`src/rtl/cnn_input_pooler.sv`:
```
`default_nettype none
// cnn_input_pooler: reduces a centred camera ROI to CNN input cells (average, max or
// binary threshold) and frames the pooled image with a constant border.
module cnn_input_pooler #(
    parameter int IMG_WIDTH        = 640,
    parameter int IMG_HEIGHT       = 480,
    parameter int REC_WIDTH        = 8,
    parameter int REC_HEIGHT       = 8,
    parameter int CNN_INPUT_WIDTH  = 28,
    parameter int CNN_INPUT_HEIGHT = 28,
    parameter int CNN_INPUT_PAD    = 2,
    parameter int CAM_D_SIZE       = 8,
    parameter int THRESHOLD        = 'b01100000000000,
    parameter int PAD_VALUE        = 0
) (
    input  logic                  clk,
    input  logic                  rst_n,
    input  logic                  start,
    input  logic [1:0]            mode,
    input  logic                  pix_valid,
    input  logic                  pix_sof,
    input  logic [CAM_D_SIZE-1:0] pix_data,
    output logic                  out_we,
    output logic [$clog2((CNN_INPUT_WIDTH+2*CNN_INPUT_PAD)*(CNN_INPUT_HEIGHT+2*CNN_INPUT_PAD))-1:0] out_addr,
    output logic [CAM_D_SIZE-1:0] out_data,
    output logic                  busy,
    output logic                  frame_ready
);
    localparam int OUT_W      = CNN_INPUT_WIDTH + 2*CNN_INPUT_PAD;
    localparam int OUT_H      = CNN_INPUT_HEIGHT + 2*CNN_INPUT_PAD;
    localparam int ADDR_W     = $clog2(OUT_W*OUT_H);
    localparam int LOG_N      = $clog2(REC_WIDTH*REC_HEIGHT);
    localparam int ACC_D_SIZE = LOG_N + CAM_D_SIZE;
    localparam int ROI_W      = CNN_INPUT_WIDTH*REC_WIDTH;
    localparam int ROI_H      = CNN_INPUT_HEIGHT*REC_HEIGHT;
    localparam int ROI_X0     = (IMG_WIDTH-ROI_W)/2;
    localparam int ROI_Y0     = (IMG_HEIGHT-ROI_H)/2;
    localparam int X_W        = $clog2(IMG_WIDTH+1);
    localparam int Y_W        = $clog2(IMG_HEIGHT+1);
    localparam int LX_W       = $clog2(REC_WIDTH);
    localparam int LY_W       = $clog2(REC_HEIGHT);
    localparam int BX_W       = X_W - LX_W;
    localparam int BY_W       = Y_W - LY_W;
    localparam int CI_W       = (CNN_INPUT_WIDTH > 1) ? $clog2(CNN_INPUT_WIDTH) : 1;
    localparam int ROW_W      = $clog2(OUT_H+1);
    localparam int COL_W      = $clog2(OUT_W+1);

    typedef enum logic [2:0] {IDLE, WAIT_SOF, ACCUM, PAD, DONE} state_t;

    state_t state, next_state;
    logic [1:0]            mode_q;
    logic [X_W-1:0]        x;
    logic [Y_W-1:0]        y;
    logic [ACC_D_SIZE-1:0] acc [CNN_INPUT_WIDTH];
    logic [ROW_W-1:0]      pad_row;
    logic [COL_W-1:0]      pad_col;
    logic [ADDR_W-1:0]     pad_addr;

    logic                  take, in_roi, block_first, block_last, last_cell;
    logic                  pad_end, pad_border;
    logic [X_W-1:0]        px, dx;
    logic [Y_W-1:0]        py, dy;
    logic [BX_W-1:0]       bx;
    logic [BY_W-1:0]       by;
    logic [CI_W-1:0]       col_idx;
    logic [ACC_D_SIZE-1:0] pix_ext, acc_cur, acc_new;
    logic [CAM_D_SIZE-1:0] cell_value;
    logic [ADDR_W-1:0]     cell_addr;

    // A SOF pixel is position (0,0) whether it opens the frame or restarts it.
    assign take    = pix_valid && ((state == ACCUM) || ((state == WAIT_SOF) && pix_sof));
    assign px      = pix_sof ? '0 : x;
    assign py      = pix_sof ? '0 : y;
    // Unsigned wrap makes coordinates left of / above the ROI fail the range test.
    assign dx      = px - X_W'(ROI_X0);
    assign dy      = py - Y_W'(ROI_Y0);
    assign in_roi  = (dx < X_W'(ROI_W)) && (dy < Y_W'(ROI_H));
    assign bx      = dx[X_W-1:LX_W];
    assign by      = dy[Y_W-1:LY_W];
    assign col_idx = bx[CI_W-1:0];
    assign block_first = (dx[LX_W-1:0] == '0) && (dy[LY_W-1:0] == '0);
    assign block_last  = (dx[LX_W-1:0] == '1) && (dy[LY_W-1:0] == '1);
    assign last_cell   = block_last && (bx == BX_W'(CNN_INPUT_WIDTH-1))
                                    && (by == BY_W'(CNN_INPUT_HEIGHT-1));
    assign pix_ext   = ACC_D_SIZE'(pix_data);
    assign cell_addr = ADDR_W'((32'(by) + 32'(CNN_INPUT_PAD)) * 32'(OUT_W)
                               + 32'(bx) + 32'(CNN_INPUT_PAD));

    always_comb begin
        acc_cur = acc[col_idx];
        acc_new = acc_cur + pix_ext;
        if (block_first)
            acc_new = pix_ext;
        else if (mode_q == 2'b01)
            acc_new = (pix_ext > acc_cur) ? pix_ext : acc_cur;
    end

    always_comb begin
        case (mode_q)
            2'b01:   cell_value = acc_new[CAM_D_SIZE-1:0];
            2'b10:   cell_value = (acc_new >= ACC_D_SIZE'(THRESHOLD)) ? '1 : '0;
            default: cell_value = acc_new[LOG_N +: CAM_D_SIZE];
        endcase
    end

    assign pad_end    = (pad_row == ROW_W'(OUT_H));
    assign pad_border = (pad_row <  ROW_W'(CNN_INPUT_PAD))
                     || (pad_row >= ROW_W'(CNN_INPUT_PAD+CNN_INPUT_HEIGHT))
                     || (pad_col <  COL_W'(CNN_INPUT_PAD))
                     || (pad_col >= COL_W'(CNN_INPUT_PAD+CNN_INPUT_WIDTH));

    always_ff @(posedge clk or negedge rst_n) begin
        if (!rst_n) state <= IDLE;
        else        state <= next_state;
    end

    always_comb begin
        next_state = state;
        case (state)
            IDLE:     if (start) next_state = WAIT_SOF;
            WAIT_SOF: if (pix_valid && pix_sof) next_state = ACCUM;
            ACCUM:    if (take && in_roi && last_cell) next_state = PAD;
            PAD:      if (pad_end) next_state = DONE;
            DONE:     next_state = IDLE;
            default:  next_state = IDLE;
        endcase
    end

    always_ff @(posedge clk or negedge rst_n) begin
        if (!rst_n) begin
            mode_q   <= '0;
            x        <= '0;
            y        <= '0;
            pad_row  <= '0;
            pad_col  <= '0;
            pad_addr <= '0;
            out_we   <= 1'b0;
            out_addr <= '0;
            out_data <= '0;
            for (int i = 0; i < CNN_INPUT_WIDTH; i++) acc[i] <= '0;
        end else begin
            out_we <= 1'b0;
            if (state == IDLE) begin
                pad_row  <= '0;
                pad_col  <= '0;
                pad_addr <= '0;
                if (start) begin
                    mode_q <= mode;
                    x      <= '0;
                    y      <= '0;
                end
            end
            if (take) begin
                if (px == X_W'(IMG_WIDTH-1)) begin
                    x <= '0;
                    y <= py + 1'b1;
                end else begin
                    x <= px + 1'b1;
                    y <= py;
                end
                if (in_roi) begin
                    acc[col_idx] <= acc_new;
                    if (block_last) begin
                        out_we   <= 1'b1;
                        out_addr <= cell_addr;
                        out_data <= cell_value;
                    end
                end
            end
            // Border scan: interior addresses are visited but never written.
            if ((state == PAD) && !pad_end) begin
                out_we   <= pad_border;
                out_addr <= pad_addr;
                out_data <= CAM_D_SIZE'(PAD_VALUE);
                pad_addr <= pad_addr + 1'b1;
                if (pad_col == COL_W'(OUT_W-1)) begin
                    pad_col <= '0;
                    pad_row <= pad_row + 1'b1;
                end else begin
                    pad_col <= pad_col + 1'b1;
                end
            end
        end
    end

    assign busy        = (state != IDLE);
    assign frame_ready = (state == DONE);

endmodule
`default_nettype wire
```
`config.mk`:
```
export PLATFORM = sky130hd
export DESIGN_NAME = cnn_input_pooler
export DESIGN_NICKNAME = d
export VERILOG_FILES = /design/src/rtl/cnn_input_pooler.sv
export SDC_FILE = /design/constraint.sdc
export NUM_CORES = 1
export LEC_CHECK = 0
export CAP_MARGIN = 5
export CORE_MARGIN = 3
export CORE_UTILIZATION = 50
export DETAILED_ROUTE_END_ITERATION = 8
export PLACE_DENSITY = 0.66
export SYNTH_ARGS = -nofsm -noshare
export SYNTH_HDL_FRONTEND = slang
export SYNTH_SLANG_ARGS = --single-unit
```
`constraint.sdc`:
```
create_clock -name clk -period 7.45 [get_ports clk]
set_input_delay 1.49 -clock clk [delete_from_list [all_inputs] [get_ports clk]]
set_output_delay 1.49 -clock clk [all_outputs]
set_load 0.03 [all_outputs]
```
# == After elaboration in Yosys (flattened, before gate mapping) ==
# Index checks and enable logic that the tools add are counted.
# totals
ff_bits,457
inputBits,15
out_inout_bits,21
elab_cells,155
# classes
addsub,11
order_cmp,10
n_eq_ne,17
muxes,46
bitwise,1
n_reduce_logical,32
# op_table
op,n
$bwmux 392,1
$mux 10,11
$mux 14,6
$bmux 14 s5,1
$demux 14 s5,1
$mux 9,5
$mux 8,5
$mux 6,6
$add 10x1->10 const B,2
$pmux 8 s2,1
$add 14x8->14,1
$ge 14x13->1 const B,1
$gt 8x14->1,1
$add 6x1->6 const B,2
$eq 6x5->1 const B,2
$ge 6x5->1 const B,2
$logic_and 1x1->1,12
$lt 6x2->1 const B,2
$mux 3,4
$pmux 3 s4,1
$reduce_bool 2->1,6
$add 10x2->10 const B,1
$add 10x7->10,1
$eq 10x10->1 const B,1
26 further kinds,41

# == Depth between registers and ports, before layout ==
# Gate-level depths: netlist of run 1.
# logic_depth
ltp_word,17
mapped_depth,32
mapped_depth_nobuf,20

# == Worst setup path after synthesis of run 1 ==
# OpenSTA, ideal clock, no wires.
# synth_path
path_type,input-to-reg
from,in pix_sof
to,reg acc[368] in the netlist's numbering
arrival_ns,7.261
required_time_ns,7.330
slack_ns,0.068
path_stages,30
path_buffers,12
cell_sequence,buf_2 > inv_1 > buf_2 > clkbuf_1 > clkbuf_1 > clkbuf_1 > nand2_1 > ha_1 > buf_2 > buf_2 > buf_2 > buf_2 > clkbuf_1 > o21ai_0 > o22a_1 > o22ai_1 > inv_1 > ha_1 > o21bai_1 > a21oi_1 > o21bai_1 > a211oi_1 > a41oi_1 > and4_1 > buf_4 > a21oi_4 > a22o_1 > a222oi_1 > buf_6 > o21ai_2
# synth_between
elab_chain_len,11
# synth_lines
item,line_no,rtl
"start, declared",21,"input logic pix_sof,"
$mux 10,72,assign px = pix_sof ? '0 : x;
$sub 10x8->10,75,assign dx = px - X_W'(ROI_X0);
$not 5->6 (not written as such),"90, 162",
$bmux 14 s5,90,acc_cur = acc[col_idx];
$mux 14 (not written as such) (2 in series),90,
$gt 8x14->1,95,acc_new = (pix_ext > acc_cur) ? pix_ext : acc_cur;
$mux 14,95,
$mux 14,94,else if (mode_q == 2'b01)
$mux 14,92,if (block_first)
$bwmux 392,162,acc[col_idx] <= acc_new;
"end signal, assigned by index",162,
"end, declared",54,logic [ACC_D_SIZE-1:0] acc [CNN_INPUT_WIDTH];
# Parallel ways exist; a longest one is shown, timed or not. The select of a mux whose other input is x is not followed.
# A chain may end at the register's enable or synchronous reset.

# == Worst setup path in the final report of run 1 ==
# layout_path
from,in pix_sof
to,reg acc[381] in the netlist's numbering
# Same word-level chain as after synthesis.

==> reports/results.tsv, run 1 <==
stage	metric	value	unit
synth	main combinational cell family by area after synthesis	compound AO/OA/AOI/OAI gates	
synth	Top FF cell, synth	dfrtp_1	
synth	Netlist Area Pre-Place	22800	µm²
worst_setup_path	slowest CP cell	and2_1	
timing	skew final	0.0178	ns
layout	Final Cell Area	25200	µm²
min_path	Hold Path Depth	2	
synth	post-synthesis adder-cell area fraction	1.95	%
worst_setup_path	crit end category	flop	
synth	Synth Register Bits	457	
timing	RSZ-0062 raised after global routing	false	
place	pre-CTS setup slack	0.287	ns
worst_setup_path	Cell Chain, Critical Path	buf_4 > and2b_1 > inv_2 > ha_2 > clkinv_1 > buf_12 > o221ai_1 > a31oi_1 > a211oi_1 > inv_1 > ha_1 > nor4b_1 > a211oi_1 > a41oi_1 > and4_1 > a21oi_4 > a31oi_1 > and2_1 > o21ai_0	
clock_network	htree depth	2	
drt	DR WL/cell	23.0	µm
clock_network	Resize count post-CTS	0	
floorplan	die height	220	µm
outcome	status	finished clean	
worst_setup_path	Worst R2R Path Depth	15	
global_route	initial antenna violation count	0	
layout	nets	2524	
drt	DR pass1 iterations	6	
timing	measured slew at the worst slew-check pin	1.20	ns
clock_network	CTS clk-pin slew, worst paths	0.06	ns
floorplan	core area	44600	µm²
floorplan	IO Count	36	
synth	mux contribution to synthesized area	4.48	%
layout	Final Non-Filler Cells	3099	
floorplan	Row Count	77	
layout	area grow syn2layout	10.5	%
clock_network	CTS tree	built	
synth	Synth Net Count	2547	
synth	synth warn	0	
synth	Mapped Cells	2497	
timing	max-slew violations	0	
worst_setup_path	Critical Path AT	7.14	ns
timing	f_max	149	MHz
floorplan	full die area	48200	µm²
place	port bufs	35	
min_path	Hold EP	acc[246]	
min_path	Min-Delay Startpoint	acc[246]	
place	Placed Area	23700	µm²
synth	EDFF count, synth	0	
global_route	GRT overflow	0	
worst_setup_path	Worst path max stage delay	0.94	ns
worst_setup_path	Crit path required time	7.86	ns
clock_network	Post-CTS Hold Fix Bufs	0	
clock_network	total CTS buffers	48	
worst_setup_path	startpoint types	primary input	
timing	Setup Viol. Count Final	0	
drt	Total Wirelength	71300	µm
clock_network	clk_lat worst skew	0.60	ns
clock_network	clk buf depth	3	
drt	post-route ant nets	0	
synth	ys async rst share	100	%
clock_network	CTS Sinks	457	
global_route	vias in the first global route	18982	
clock_network	Root Buffer	clkbuf_16	
worst_setup_path	CP Max Fanout	43	
pwr	Power Total	5.85	mW
timing	fin crit period	6.73	ns
worst_setup_path	Worst Setup SP	pix_sof	
synth	Compound-Gate Fraction of Synth Area	22.6	%
synth	Distinct cells, synth	92	
global_route	largest net degree at the start of global routing	137	
synth	Synth Area per Inst	9.14	µm²
worst_setup_path	Setup CP Type	in2reg	
synth	Area contributors post-synth	dfrtp_1 50%, o21ai_0 9.0%, nand2_1 7.9%	
worst_setup_path	Worst R2R Setup Slack	0.97	ns
synth	area share of the largest cell type after synthesis	50.1	%
floorplan	Die Width	220	µm
clock_network	Post-CTS Setup Bufs	0	
drt	Residual DRC	0	
drt	vias per cell	6.26	
pwr	Cell Pwr Density	232	nW/µm²
timing	period utilization	90.3	%
flow_run	max cap viols	0	
floorplan	Starting Density	51.1	%
min_path	Min-Delay Path Class	reg2reg	
synth	largest area contributor in the netlist	dfrtp_1	
layout	share of layout cells above drive strength 1	8.42	%
layout	ant diodes	0	
place	GPL Wtd Cong	0.935	
worst_setup_path	reg-to-reg endpoint	acc[381]	
place	Cells after DPL	3016	
timing	final setup TNS	0	ns
synth	simple-gate portion of the synthesized area	15.7	%
place	dpl hpwl	47600	µm
pwr	peak supply drop	0.164	mV
synth	Synth Area in XOR/XNOR	0.993	%
timing	final-report hold violation count	0	
global_route	GR Util All Layers	29.9	%
worst_setup_path	RR Startpoint	x[4]	
drt	Detailed Route Iter0 Violations	2351	
synth	sequential fraction of the synthesis area	50.1	%
timing	Setup WS post-layout	0.725	ns
pwr	Leak	10.6	nW
global_route	first-pass GRT wire length	112000	µm
timing	Slew headroom	19.8	%
drt	DR vias	19403	
==> report_power, final <==
| part | internal, mW | switching [mW] |
|---|---|---|
| combinational | 0.226 | 0.675 |
| sequential | 2.53 | 0.0542 |
| clock | 1.36 | 1.00 |
==> per-layer routing <==
layer / vias up / GRT usage, % / wire (µm)
met5: - / 0 / 0
met4: 0 / 12.8 / 2910
met3: 180 / 4.74 / 5730
met2: 855 / 47.0 / 32500
met1: 9507 / 41.4 / 30200
li1: 8861 / - / -
==> how the worst max path moves through the flow <==
stage	endpoint	slack, ns	cells past startpoint
floorplan	acc[368]	0.07	30
global placement	acc[157]	0.41	19
detailed placement	acc[381]	0.29	19
CTS	acc[381]	0.85	19
global route	acc[381]	0.42	19
finish	acc[381]	0.72	19
==> area by class of cell <==
cell class,count,area (µm²)
Fill cell,3981,19400
Sequential cell,457,11400
Multi-Input combinational cell,1836,10500
Clock buffer,73,1410
Timing Repair Buffer,95,891
Tap cell,592,741
Inverter,36,135
Clock inverter,10,108
==> cells in the mapped netlist, drive strengths merged (20+ instances only) <==
cell / count
nand3: 36
buf: 70
mux2: 20
clkbuf: 98
o22ai: 42
nand2: 484
a21oi: 111
mux2i: 75
ha: 34
a31oi: 49
o221ai: 42
o21ai: 447
inv: 34
nor2: 180
nor3: 26
dfrtp: 457
==> cells by family (layout without fill, tap and decap cells) <==
logic type,Yosys count,count (layout)
AOI/OAI and AO/OA,842,842
xor gates and xnor gates,25,25
adders and majority gates,35,35
buffers and inverters,204,214
DFF,457,457
muxes,97,97
and+or+nand+nor,837,837
==> through the flow <==
stage | utilization (%) | hold WS (ns)
final | 56.5 | 0.475
after global routing | 56.5 | 0.488
after CTS | 56.5 | 0.478
after detailed placement | 53.1 | 0.465
after global placement | 53.1 | 0.454
after floorplan | - | 0.435
==> state kept, by name, summed over array words and instances (netlist names) <==
register / count
acc: 392
out_we: 1
pad_addr: 10
mode_q: 2
x: 10
state: 3
out_addr: 10
y: 9
pad_col: 6
out_data: 8
pad_row: 6
==> worst max-delay path, delay by kind of cell <==
kind            cells  cell delay (ns)
fa+ha+maj           2             0.96
compound gates      8             1.91
simple gates        4             1.98
buf+inv             5             0.79
==> cell usage in the layout, fill, tap and decap left out, types with 35 or more instances in the layout <==
| cell type | synthesis | layout |
|---|---|---|
| a21oi_1 | 110 | 110 |
| a31oi_1 | 46 | 45 |
| buf_4 | 10 | 54 |
| clkbuf_16 | 0 | 49 |
| dfrtp_1 | 457 | 455 |
| mux2i_1 | 75 | 75 |
| nand2_1 | 483 | 483 |
| nand3_1 | 35 | 35 |
| nor2_1 | 180 | 180 |
| o21ai_0 | 411 | 410 |
| o221ai_1 | 42 | 42 |
| o22ai_1 | 42 | 42 |
(Power assumes the default switching activity.)
==> run 2: changes to the inputs <==
Settings changed: CORE_MARGIN 3 to unset.
==> reports/results.tsv, run 2 (synthesis results as in run 1) <==
stage	metric	value	unit	change
layout	Final Cell Area	25100	µm²	was 25200 µm²
clock_network	Post-CTS Hold Fix Bufs	0		unchanged
worst_setup_path	Worst path max stage delay	0.76	ns	was 0.94 ns
pwr	peak supply drop	0.158	mV	was 0.164 mV
global_route	largest net degree at the start of global routing	141		was 137
pwr	Leak	10.6	nW	about the same
global_route	first-pass GRT wire length	113000	µm	was 112000 µm
timing	skew final	0.0154	ns	was 0.0178 ns
floorplan	Die Width	216	µm	was 220 µm
worst_setup_path	crit end category	flop		unchanged
worst_setup_path	CP Max Fanout	39		was 43
layout	share of layout cells above drive strength 1	8.50	%	was 8.42%
clock_network	CTS tree	built		unchanged
place	Cells after DPL	3013		was 3016
worst_setup_path	Setup CP Type	in2reg		unchanged
clock_network	total CTS buffers	49		was 48
drt	Residual DRC	0		unchanged
layout	max reg flops	392		unchanged
layout	most frequent cells in the layout	483 x nand2_1, 455 x dfrtp_1, 410 x o21ai_0, 180 x nor2_1, 110 x a21oi_1		unchanged
worst_setup_path	startpoint types	primary input		unchanged
place	GPL Wtd Cong	0.929		was 0.935
pwr	Cell Pwr Density	232	nW/µm²	about the same
timing	fin crit period	6.46	ns	was 6.73 ns
layout	fillers	4012		was 3981
timing	Slew headroom	14.6	%	was 19.8%
outcome	status	finished clean		unchanged
worst_setup_path	Worst R2R Setup Slack	1.13	ns	was 0.97 ns
layout	area grow syn2layout	10.2	%	was 10.5%
place	pre-CTS setup slack	0.625	ns	was 0.287 ns
clock_network	Post-CTS Setup Bufs	0		unchanged
floorplan	die height	216	µm	was 220 µm
place	port bufs	35		unchanged
clock_network	clk buf depth	3		unchanged
clock_network	clk_lat worst skew	0.60	ns	about the same
timing	Hold WS	0.473	ns	was 0.475 ns
clock_network	CTS clk-pin slew, worst paths	0.06	ns	about the same
clock_network	CTS Sinks	457		unchanged
timing	Setup Viol. Count Final	0		unchanged
drt	DR pass1 iterations	6		unchanged
global_route	initial antenna violation count	1		was 0
drt	post-route ant nets	0		unchanged
drt	Detailed Route Iter0 Violations	1895		was 2351
worst_setup_path	slowest CP cell	a211oi_1		was and2_1
timing	final-report hold violation count	0		unchanged
layout	largest reg by FF count	acc		unchanged
clock_network	htree depth	2		unchanged
drt	vias per cell	6.24		was 6.26
worst_setup_path	Critical Path AT	6.91	ns	was 7.14 ns
drt	Total Wirelength	71600	µm	was 71300 µm
clock_network	Resize count post-CTS	0		unchanged
place	Placed Area	23600	µm²	was 23700 µm²
drt	DR WL/cell	23.1	µm	was 23.0 µm
timing	period utilization	86.7	%	was 90.3%
floorplan	core area	44600	µm²	unchanged
min_path	Min-Delay Path Class	reg2reg		unchanged
timing	measured slew at the worst slew-check pin	1.27	ns	was 1.20 ns
place	dpl hpwl	47500	µm	was 47600 µm
worst_setup_path	Cell Chain, Critical Path	buf_4 > and2b_1 > inv_2 > ha_2 > clkinv_1 > buf_12 > o221ai_1 > a21oi_1 > a211oi_1 > inv_1 > ha_1 > nor4b_1 > a211oi_1 > a41oi_1 > and4_1 > a21oi_4 > a22o_1 > a222oi_1 > buf_4 > o21ai_0		was buf_4 > and2b_1 > inv_2 > ha_2 > clkinv_1 > buf_12 > o221ai_1 > a31oi_1 > a211oi_1 > inv_1 > ha_1 > nor4b_1 > a211oi_1 > a41oi_1 > and4_1 > a21oi_4 > a31oi_1 > and2_1 > o21ai_0
global_route	GRT overflow	0		unchanged
layout	ant diodes	0		unchanged
floorplan	full die area	46500	µm²	was 48200 µm²
layout	commonest non-fill, non-tap cell in the layout	nand2_1		unchanged
timing	final setup TNS	0	ns	unchanged
clock_network	Root Buffer	clkbuf_16		unchanged
global_route	GR Util All Layers	31.3	%	was 29.9%
floorplan	Starting Density	51.1	%	unchanged
floorplan	Row Count	77		unchanged
layout	Final Non-Filler Cells	3098		was 3099
worst_setup_path	crit-path leading delay family	compound AO/OA/AOI/OAI gates		was simple AND/OR/NAND/NOR gates
global_route	vias in the first global route	18875		was 18982
timing	f_max	155	MHz	was 149 MHz
worst_setup_path	Crit path required time	7.90	ns	was 7.86 ns
worst_setup_path	CP Buf/Inv Count	6		was 5
floorplan	IO Count	36		unchanged
timing	Setup WS post-layout	0.991	ns	was 0.725 ns
layout	final core occ	56.4	%	was 56.5%
timing	RSZ-0062 raised after global routing	false		unchanged
pwr	Power Total	5.83	mW	was 5.85 mW
timing	max-slew violations	0		unchanged
drt	DR vias	19345		was 19403
flow_run	max cap viols	0		unchanged
layout	nets	2522		was 2524
==> run 2: cell types whose count changed in the layout (fill, tap and decap cells not counted) <==
cell,previous run,this run
buf_12,7,4
bufinv_16,2,1
clkbuf_1,15,11
clkbuf_8,9,11
clkinv_2,6,10
clkinvlp_4,0,1
o21bai_1,3,4
o21bai_2,1,0
==> run 2: report_power, final <==
part,leakage [nW],switching [mW],internal [mW]
combinational,3.44,0.677,0.219
clock,0.758,1.00,1.35
sequential,6.36,0.0553,2.53
total,10.6,1.73,4.10
==> run 2: path summary, 6_finish.rpt <==
check                              start    endpoint  depth (start not counted)
max in group asynchronous          rst_n    acc[116]                          2
worst min register to register  acc[151]    acc[151]                          2
min in group asynchronous          rst_n  pad_col[5]                          1
worst max-delay path             pix_sof    acc[158]                         20
worst max register to register      x[3]    acc[158]                         17
worst min-delay path            acc[151]    acc[151]                          2
==> run 2: final cells by class <==
class                           count  area (µm²)  area share [%]
Sequential cell                   457       11400            45.5
Multi-Input combinational cell   1836       10500            41.6
Inverter                           36         135           0.537
Clock inverter                     14         105           0.418
Clock buffer                       71        1420            5.64
Timing Repair Buffer               92         831            3.30
Tap cell                          592         741            2.95
==> run 2: worst reg2reg max path, stage by stage, from the launching register on <==
cell and delay, ns:
dfrtp_4 0.94, buf_4 0.59, mux2i_1 0.29, a2bb2oi_1 0.12
o221ai_1 0.26, a31oi_1 0.13, a211oi_1 0.77, inv_1 0.19
ha_1 0.42, nor4b_1 0.42, a211oi_1 0.13, a41oi_1 0.25
and4_1 0.40, a21oi_4 0.15, a22o_1 0.22, a222oi_1 0.22
buf_4 0.47, o21ai_0 0.21
==> run 2: layer usage <==
layer,share of wire (%),global-route usage [%],vias up
met3,7.8,5.69,164
met1,43,43.6,9523
met5,0,0,-
li1,-,-,8842
met2,45,48.3,816
met4,3.8,12.6,0
